<file path="src/rtl/pwm_audio_out_pkg.sv">
// pwm_audio_out_pkg: shared widths, FSM encoding and mid-scale helper for the audio PWM path
package pwm_audio_out_pkg;
  localparam int DW_DEF = 8;
  localparam int DEPTH_DEF = 16;
  typedef enum logic {ST_IDLE = 1'b0, ST_RUN = 1'b1} state_t;
  function automatic int mid(input int dw);
    return 1 << (dw - 1);
  endfunction
endpackage

</file>
<file path="src/rtl/pwm_audio_out_sync_fifo.sv">
// sync_fifo: power-of-two sample FIFO with occupancy count and one-cycle registered read
module sync_fifo #(
  parameter int DW = 8,
  parameter int DEPTH = 16,
  parameter int AW = 4
) (
  input  logic          CLK,
  input  logic          RST,
  input  logic          push,
  input  logic          pop,
  input  logic [DW-1:0] wdata,
  output logic [DW-1:0] rdata,
  output logic [AW:0]   level,
  output logic          full,
  output logic          empty
);
  logic [DW-1:0] mem [DEPTH];
  logic [AW-1:0] wptr, rptr;
  logic wr, rd;
  assign full = level == (AW+1)'(DEPTH);
  assign empty = level == '0;
  assign wr = push && !full;
  assign rd = pop && !empty;
  always_ff @(posedge CLK) begin
    if (!RST) begin
      wptr <= '0;
      rptr <= '0;
      level <= '0;
    end else begin
      wptr <= wr ? wptr + 1'b1 : wptr;
      rptr <= rd ? rptr + 1'b1 : rptr;
      level <= level + (AW+1)'(wr) - (AW+1)'(rd);
    end
  end
  always_ff @(posedge CLK) begin
    if (wr) mem[wptr] <= wdata;
    if (rd) rdata <= mem[rptr];
  end
endmodule

</file>
<file path="src/rtl/pwm_audio_out.sv">
// pwm_audio_out: FIFO-fed sample player rendering each tick's sample as a 2^DW-cycle PWM period
module pwm_audio_out
  import pwm_audio_out_pkg::*;
#(
  parameter int DW = DW_DEF,
  parameter int DEPTH = DEPTH_DEF,
  parameter int AW = $clog2(DEPTH),
  parameter int PREFILL = 4
) (
  input  logic          CLK,
  input  logic          RST,
  input  logic          SMP_TICK,
  input  logic [DW-1:0] DIN,
  input  logic          DIN_VALID,
  output logic          DIN_READY,
  output logic          PWM_OUT,
  output logic          UNDERRUN,
  output logic [AW:0]   LEVEL
);
  localparam logic [DW-1:0] MID = DW'(mid(DW));
  state_t state, state_nx;
  logic full, empty, push, pop, und, pop_d;
  logic [DW-1:0] rdata, cur, duty, pcnt;
  assign DIN_READY = RST && !full;
  assign push = DIN_VALID && DIN_READY;
  sync_fifo #(.DW(DW), .DEPTH(DEPTH), .AW(AW)) u_fifo (
    .CLK(CLK), .RST(RST), .push(push), .pop(pop), .wdata(DIN),
    .rdata(rdata), .level(LEVEL), .full(full), .empty(empty)
  );
  always_comb begin
    pop = state == ST_RUN && SMP_TICK && !empty;
    und = state == ST_RUN && SMP_TICK && empty;
    state_nx = state == ST_IDLE ? (LEVEL >= (AW+1)'(PREFILL) ? ST_RUN : ST_IDLE)
                                : (und ? ST_IDLE : ST_RUN);
  end
  always_ff @(posedge CLK) begin
    if (!RST) state <= ST_IDLE;
    else state <= state_nx;
  end
  // the popped word lands in rdata one cycle after the tick; an underrun overrides it
  always_ff @(posedge CLK) begin
    if (!RST) begin
      pop_d <= 1'b0;
      UNDERRUN <= 1'b0;
      cur <= MID;
      duty <= MID;
      pcnt <= '0;
      PWM_OUT <= 1'b0;
    end else begin
      pop_d <= pop;
      UNDERRUN <= und;
      cur <= und ? MID : (pop_d ? rdata : cur);
      duty <= pcnt == '1 ? cur : duty;
      pcnt <= pcnt + 1'b1;
      PWM_OUT <= pcnt < duty;
    end
  end
endmodule

</file>
<file path="config.mk">
export PLATFORM = sky130hd
export DESIGN_NAME = pwm_audio_out
export DESIGN_NICKNAME = d
export VERILOG_FILES = /design/src/rtl/pwm_audio_out_pkg.sv /design/src/rtl/pwm_audio_out_sync_fifo.sv /design/src/rtl/pwm_audio_out.sv
export SDC_FILE = /design/constraint.sdc
export NUM_CORES = 1
export LEC_CHECK = 0
export BUFFER_PORTS_ARGS = -buffer_cell sky130_fd_sc_hd__buf_4
export CAP_MARGIN = 20
export CORE_ASPECT_RATIO = 0.75
export CORE_UTILIZATION = 28
export DETAILED_ROUTE_END_ITERATION = 6
export PLACE_DENSITY = 0.52
export SYNTH_ARGS = -nofsm -noshare
export SYNTH_HDL_FRONTEND = slang
export SYNTH_SLANG_ARGS = --single-unit
</file>
<file path="constraint.sdc">
create_clock -name CLK -period 3.6 [get_ports CLK]
set_clock_uncertainty 0.2 [all_clocks]
set_input_delay 0.54 -clock CLK [delete_from_list [all_inputs] [get_ports CLK]]
set_output_delay 0.54 -clock CLK [all_outputs]
set_load 0.02 [all_outputs]
</file>
==> reports/qor.csv, run 1 <==
metric,value,unit
crit_path_max_incr_delay,0.40,ns
fill_cells,2445,
start_util,28.78,%
grt_max_degree,46,
io_pins,20,
peakVddDrop,308.2,µV
holdPathStages,2,
powerDensity,614.9,nW/µm²
r2r_end,u_fifo.level[4],
relSlewSlack,39.55,%
clock_latency,0.43,ns
rsz0062_at_grt,no,
cts-root-buf,clkbuf_16,
crit_family,adder cells,
arrival,2.97,ns
route.detailed.drc,0,
hold_path.class,input pin to register,
worst_pin_slew,0.9034,ns
dr.first_iter.drc_count,356,
synth_cell_type_count,48,
clk_pin_slew,0.07,ns
maxCapViolations,0,
post-place-ws,0.7009,ns
hold_end,duty[7],
grt-busiest-layer,met2,
use_met2,18.01,%
critPathCaptureType,register,
yosysMostFrequentCell,edfxtp_1,
yosysWarnings,0,
vias_per_cell,4.614,
netlist_area,7238,µm²
num_vias,3908,
die-area,26500,µm²
rows,50,
placed_area,7725,µm²
clock_sinks,177,
period_share,79.35,%
period_minus_slack,2.856,ns
overflow,0,
setup_viol,0,
synthTopCellsByCount,"edfxtp_1, mux2i_1, dfxtp_1, nor2_1, nand2_1",
place.gp.congestion,0.8007,
cts_resized,0,
synth_seq_cells,177,
diodes,0,
syn_to_final_growth,15.21,%
outcome,finished clean,
total_leakage_power,2.709,nW
die_y,141.2,µm
cpMaxStageDelayCell,dfxtp_1,
yosysTopAreaCell,edfxtp_1,
grt_pass1_vias,3926,
worstPathMaxFanout,12,
antenna_found_initial,0,
avgSynthCellArea,15.40,µm²
core-area,25150,µm²
timing.hold.ws,0.1948,ns
wire_per_inst,17.99,µm
finalNetCount,529,
synth_edf_count,136,
cts_hold_buf,0,
synthArstFlopShare,0,%
drt_first_pass_iters,5,
htree_levels,4,
grt_pass1_wl,23.81,mm
hp-start,RST,
numPortBuffers,19,
timing.final.ws_setup,0.7435,ns
wl,15.24,mm
rrSetupSlack,0.74,ns
grt_usage,12.29,%
grtUsageMet1,17.72,%
slew_violations,0,
cts_tree,built,
ys.flop_type,edfxtp_1,
gr-usage-met3,2.738,%
critPathLaunchType,register,
max_freq,350.1,MHz
timing_hold_violations_final,0,
syn_inst,470,
worstPathRequired,3.71,ns
path_class,register to register,
ys_seq_area_share,67.76,%
post-cts-setup-buffer-count,0,
worst-r2r-cell-count,13,
finalSetupTns,0,ns
fin_util,33.16,%
fin_area,8339,µm²
cts_buffers,17,
ant_nets,0,
r2r-start,u_fifo.level[2],
drive_above_1_share,16.90,%
clock_path_buffers,2,
path_cells,"inv_1, ha_1, a21oi_1, buf_4, ha_1, inv_1, ha_1, inv_1, fa_1, nand2b_1, a21oi_1, or3_1, a21oi_1",
crit_buf_inv,4,
synthTopCellsByArea,"edfxtp_1, dfxtp_1, mux2i_1, mux4_2, ha_1",
synth_nets,503,
die_w,187.7,µm
dpl.hpwl,10.25,mm
synth_top_area_share,56.42,%
[report_power, final]
group	switching [mW]	internal, mW	leakage, nW	total, mW
registers	0.0813	2.30	1.56	2.38
clock network	0.783	1.17	0.298	1.95
logic	0.434	0.367	0.851	0.801
total	1.30	3.83	2.71	5.13
[worst max-delay path by stage]
stage,startpoint,endpoint,slack [ns],depth (start not counted)
floorplan,u_fifo.level[2],u_fifo.level[4],0.42,12
global placement,SMP_TICK,u_fifo.level[4],0.76,13
detailed placement,SMP_TICK,u_fifo.level[4],0.70,13
CTS,u_fifo.level[2],u_fifo.level[4],0.72,13
global route,u_fifo.level[2],u_fifo.level[4],0.52,13
finish,u_fifo.level[2],u_fifo.level[4],0.74,13
[final cells by class]
class	instances	area [µm²]	share of cell area, %
sequential	177	4906	58.83
multi-input combinational	252	2098	25.16
clock buffer	19	432.9	5.191
tap	338	422.9	5.071
timing repair buffer	28	222.7	2.671
clock inverter	13	181.4	2.176
inverter	20	75.07	0.9002
[placed cells by master, fill, tap and decap left out, drive strengths merged, types with 16 or more instances in the layout]
cell and n:
buf 28, mux2i 42, inv 24, a221oi 16, clkbuf 19, nor2 34
edfxtp 136, ha 20, dfxtp 41, o21ai 20, nand2 28, mux4 16
[logic make-up (layout without fill, tap and decap cells)]
logic type	after synthesis	count (layout)	synth area share, %
compound gates	69	69	7.209
xor+xnor	10	10	1.210
fa+ha+maj	21	21	3.734
buf+inv	41	80	3.250
flops	177	177	67.76
mux	58	58	10.79
simple gates	94	94	6.050
[per-layer routing]
layer	vias up	routed length (µm)	share of wire (%)
met4	0	154	1.0
li1	1845	-	-
met5	-	0	0
met3	10	576	3.8
met1	1989	7831	51
met2	64	6676	44
[registers in the layout (all words and copies together) (netlist names)]
register	flops
pcnt	8
u_fifo.rdata	8
cur	8
u_fifo.mem	128
state	1
PWM_OUT	1
duty	8
u_fifo.level	5
pop_d	1
UNDERRUN	1
u_fifo.wptr	4
u_fifo.rptr	4
[metrics by stage]
stage / total power, mW / std cells
after floorplan: 3.010 / 470
after global placement: 3.218 / 815
after detailed placement: 3.235 / 815
after CTS: 5.184 / 847
after global routing: 5.340 / 847
final: 5.128 / 847
Power figures use the tool's default switching activity.
==> run 2: changes to the inputs <==
--- a/config.mk
+++ b/config.mk
@@ -10,7 +10,7 @@
 export CORE_ASPECT_RATIO = 0.75
 export CORE_UTILIZATION = 28
 export DETAILED_ROUTE_END_ITERATION = 6
-export PLACE_DENSITY = 0.52
+export PLACE_DENSITY = 0.54
 export SYNTH_ARGS = -nofsm -noshare
 export SYNTH_HDL_FRONTEND = slang
 export SYNTH_SLANG_ARGS = --single-unit
==> constraint.sdc (replaced) <==
create_clock -name CLK -period 2.4 [get_ports CLK]
set_clock_uncertainty 0.2 [all_clocks]
set_input_delay 0.36 -clock CLK [delete_from_list [all_inputs] [get_ports CLK]]
set_output_delay 0.36 -clock CLK [all_outputs]
set_load 0.02 [all_outputs]
==> reports/qor.csv, run 2 (synthesized netlist as in run 1, its figures left out) <==
metric,value,unit
outcome,finished clean,
drt_first_pass_iters,6,
htree_levels,4,
relSlewSlack,43.68,%
timing_hold_violations_final,0,
slew_violations,0,
fill_cells,2405,
numPortBuffers,19,
peakVddDrop,423.8,µV
dp.cells,827,
worst_pin_slew,0.8417,ns
io_pins,20,
max_freq,429.2,MHz
finalSetupTns,0,ns
core-area,25150,µm²
cts_buffers,17,
dr_wl_met2,6.348,mm
total_leakage_power,2.779,nW
hold_path.class,input pin to register,
wire_per_inst,17.01,µm
largest_reg_flops,128,
cts-root-buf,clkbuf_16,
met1_length,7.333,mm
die_y,141.2,µm
grt_usage,11.94,%
final-instance-count-excl-fill,860,
clk_pin_slew,0.07,ns
cts_hold_buf,0,
drive_above_1_share,22.41,%
route.detailed.drc,0,
dr.first_iter.drc_count,381,
period_share,97.07,%
period_minus_slack,2.330,ns
top_layer_used,met4,
grt_pass1_vias,3964,
diodes,0,
ant_nets,0,
place.gp.congestion,0.7995,
arrival,2.49,ns
die_w,187.7,µm
maxCapViolations,0,
dpl.hpwl,10.06,mm
layout_commonest_cell,edfxtp_1,
clock_path_buffers,2,
clock_latency,0.43,ns
syn_to_final_growth,17.61,%
vias_per_cell,4.602,
rows,50,
overflow,0,
worstPathMaxFanout,6,
dr_wl_met3,736,µm
start_util,28.78,%
rsz0062_at_grt,yes,
worstPathRequired,2.56,ns
setup_viol,0,
finalNetCount,542,
grt_pass1_wl,23.17,mm
powerDensity,916.4,nW/µm²
wl,14.63,mm
regMostFlops,u_fifo.mem,
mostFrequentLayoutCells,"edfxtp_1, mux2i_1, buf_4, dfxtp_1, nor2_1",
clock_sinks,177,
antenna_found_initial,0,
num_vias,3958,
grt_max_degree,32,
path_class,register to register,
cts_tree,built,
critPathCaptureType,register,
critPathLaunchType,register,
die-area,26500,µm²
## run 2: changes by cell type in the layout (fill, tap and decap cells not counted), sizes merged
cell	previous run	this run
buf	28	41
clkinvlp	1	2
clkinv	4	6
bufinv	4	3
inv	24	22
## run 2: routing by layer
metal / vias up / track usage, %
li1: 1870 / -
met1: 1991 / 17.26
met2: 85 / 17.10
met3: 12 / 2.913
met4: 0 / 4.621
met5: - / 0
## run 2: where the power goes
group / leakage, nW / internal, mW / switching, mW / total (mW)
registers: 1.56 / 3.46 / 0.110 / 3.57
clock network: 0.288 / 1.64 / 1.14 / 2.78
logic: 0.929 / 0.694 / 0.761 / 1.46
## run 2: path summary, 6_finish.rpt
kind | from | end | slack [ns] | cells after the start
worst max-delay path | u_fifo.level[3] | u_fifo.level[4] | 0.07 | 11
worst min-delay path | DIN[7] | u_fifo.mem[1][7] | 0.06 | 1
worst max register to register | u_fifo.level[3] | u_fifo.level[4] | 0.07 | 11
worst min register to register | pcnt[0] | pcnt[0] | 0.25 | 1
## run 2: stage by stage
step                      hold slack [ns]  worst slack [ns]  util [%]  power [mW]  instance area, µm²
after floorplan                    0.2095           -0.1108         -       4.624                7298
after global placement             0.2273          0.009212     31.36       5.029                7888
after detailed placement           0.2379          -0.01582     31.36       5.055                7888
after CTS                         0.04477          0.007710     33.76       7.849                8489
after global routing              0.05973         -0.002379     33.85       8.158                8513
final                             0.06443           0.07034     33.85       7.802                8513
## run 2: what timing repair did
action | 4_1_cts | 5_1_grt
pin swaps | 0 | 2
gates cloned | 0 | 0
buffers inserted | 0 | 1
gates resized for setup | 1 | 3
setup endpoints to repair | 1 | 1
## run 2: critical path: stages, from the launching register on
cell and delay, ns:
dfxtp_4 0.35, inv_4 0.07, ha_4 0.16, nand2_1 0.07, o311a_4 0.35, ha_4 0.18
inv_2 0.05, fa_2 0.20, nand2b_4 0.13, a21oi_2 0.05, or3_1 0.33, a21oi_1 0.12
## run 2: area by class of cell
type | instances | area [µm²] | share of cell area (%)
timing repair buffer | 41 | 332.8 | 3.909
clock buffer | 19 | 432.9 | 5.085
inverter | 20 | 80.08 | 0.9406
multi-input combinational | 252 | 2171 | 25.50
clock inverter | 13 | 157.7 | 1.852
sequential | 177 | 4916 | 57.75
tap | 338 | 422.9 | 4.968
==> run 3: changes to the inputs <==
--- a/config.mk
+++ b/config.mk
@@ -11,6 +11,7 @@
 export CORE_UTILIZATION = 28
 export DETAILED_ROUTE_END_ITERATION = 6
 export PLACE_DENSITY = 0.54
+export RECOVER_POWER = 50
 export SYNTH_ARGS = -nofsm -noshare
 export SYNTH_HDL_FRONTEND = slang
 export SYNTH_SLANG_ARGS = --single-unit
==> reports/qor.csv, run 3 (synthesized netlist as in run 1, its figures left out) <==
metric,value,unit
cts_tree,built,
grt_usage,11.94,%
drt_first_pass_iters,5,
die_w,187.7,µm
fin_area,8472,µm²
crit_path_max_incr_delay,0.35,ns
clock_path_buffers,2,
worst_path_most_repeated_cell,ha_4,
timing.hold.ws,0.1440,ns
drive_above_1_share,20.31,%
core-area,25150,µm²
rrSetupSlack,0.07,ns
grt_pass1_vias,3964,
r2r-start,u_fifo.level[3],
io_pins,20,
placed_area,7888,µm²
outcome,finished clean,
dpl.hpwl,10.06,mm
rows,50,
mostFrequentLayoutCells,"edfxtp_1, mux2i_1, dfxtp_1, nor2_1",
relSlewSlack,43.35,%
cp-startpoint,u_fifo.level[3],
place.gp.congestion,0.7995,
htree_levels,4,
path_class,register to register,
rsz0062_at_grt,yes,
overflow,0,
clock_latency,0.42,ns
period_share,97.04,%
clock_sinks,177,
ant_nets,0,
slew_violations,0,
die-area,26500,µm²
timing_hold_violations_final,0,
maxCapViolations,0,
grt_max_degree,32,
die_y,141.2,µm
max_freq,429.4,MHz
power.internal,5.776,mW
setup_viol,0,
arrival,2.48,ns
cts-root-buf,clkbuf_16,
critPathCaptureType,register,
path_cells,"inv_4, ha_4, nand2_1, o311a_4, ha_4, inv_2, fa_2, nand2b_4, a21oi_2, or3_1, a21oi_1",
cts_hold_buf,0,
crit_buf_inv,2,
hp-start,RST,
cpMaxStageDelayCell,dfxtp_4,
antenna_found_initial,0,
fin_util,33.69,%
powerDensity,919.2,nW/µm²
cts_buffers,17,
worstPathMaxFanout,6,
critPathLaunchType,register,
wl,14.66,mm
vias_per_cell,4.592,
grt_pass1_wl,23.17,mm
syn_to_final_growth,17.04,%
dr.first_iter.drc_count,378,
worst_pin_slew,0.8467,ns
diodes,0,
layout_commonest_cell,edfxtp_1,
period_minus_slack,2.329,ns
finalNetCount,542,
wire_per_inst,17.04,µm
worstPathRequired,2.55,ns
crit_family,adder cells,
num_vias,3949,
power_frac_seq,45.8,%
route.detailed.drc,0,
peakVddDrop,420.6,µV
pwr-share-clk,35.7,%
numPortBuffers,19,
swShare,25.83,%
largest_reg_flops,128,
hold_path.class,input pin to register,
total_leakage_power,2.738,nW
p_switching,2.012,mW
regMostFlops,u_fifo.mem,
start_util,28.78,%
clk_pin_slew,0.06,ns
p_comb_share,18.5,%
==> run 3: cell types whose count changed in the layout (fill, tap and decap cells not counted) <==
cell	delta
buf_4	-11
clkbuf_1	+11
==> run 3: timing repair <==
| action | CTS | global route |
|---|---|---|
| resized for setup | 1 | 3 |
| setup endpoints to repair | 1 | 1 |
| setup buffers | 0 | 1 |
| hold endpoints to repair | 0 | 0 |
| pin swaps | 0 | 2 |
==> run 3: power groups by stage <==
| stage | clock [mW] | sequential (mW) | combinational (mW) |
|---|---|---|---|
| after floorplan | 0 | 3.64 | 0.980 |
| after global routing | 2.98 | 3.58 | 1.58 |
| after CTS | 2.85 | 3.56 | 1.44 |
| final | 2.78 | 3.57 | 1.44 |
| after detailed placement | 0 | 3.63 | 1.43 |
| after global placement | 0 | 3.62 | 1.41 |
==> run 3: path summary, 6_finish.rpt <==
kind / depth (start not counted) / endpoint
setup / recovery: 11 / u_fifo.level[4]
hold reg to reg: 1 / pcnt[0]
setup reg to reg: 11 / u_fifo.level[4]
hold / removal: 3 / duty[7]
==> run 3: final cells by class <==
cell class / count / area, µm²
Clock buffer: 19 / 432.9
Clock inverter: 13 / 157.7
Fill cell: 2409 / 16680
Inverter: 20 / 80.08
Multi-Input combinational cell: 252 / 2171
Sequential cell: 177 / 4916
Tap cell: 338 / 422.9
Timing Repair Buffer: 41 / 291.5
==> run 3: layer usage <==
layer | track usage, % | part of all wire, % | vias up
met5 | 0 | 0 | -
met4 | 4.621 | 1.5 | 0
met3 | 2.913 | 4.1 | 13
met2 | 17.10 | 43 | 72
met1 | 17.26 | 51 | 1993
li1 | - | - | 1871
==> run 3: per-stage QoR <==
stage / total power [mW] / std cells / worst slack (ns) / setup TNS, ns
finish: 7.788 / 860 / 0.07101 / 0
global route: 8.146 / 860 / -0.002766 / -0.002766
CTS: 7.849 / 859 / 0.007710 / 0
detailed placement: 5.055 / 827 / -0.01582 / -0.01582
global placement: 5.029 / 827 / 0.009212 / 0
floorplan: 4.624 / 470 / -0.1108 / -0.1108
==> run 3: worst min-delay path: stages <==
cell and delay [ns]:
buf_4 0.12, buf_4 0.17, o211ai_1 0.08
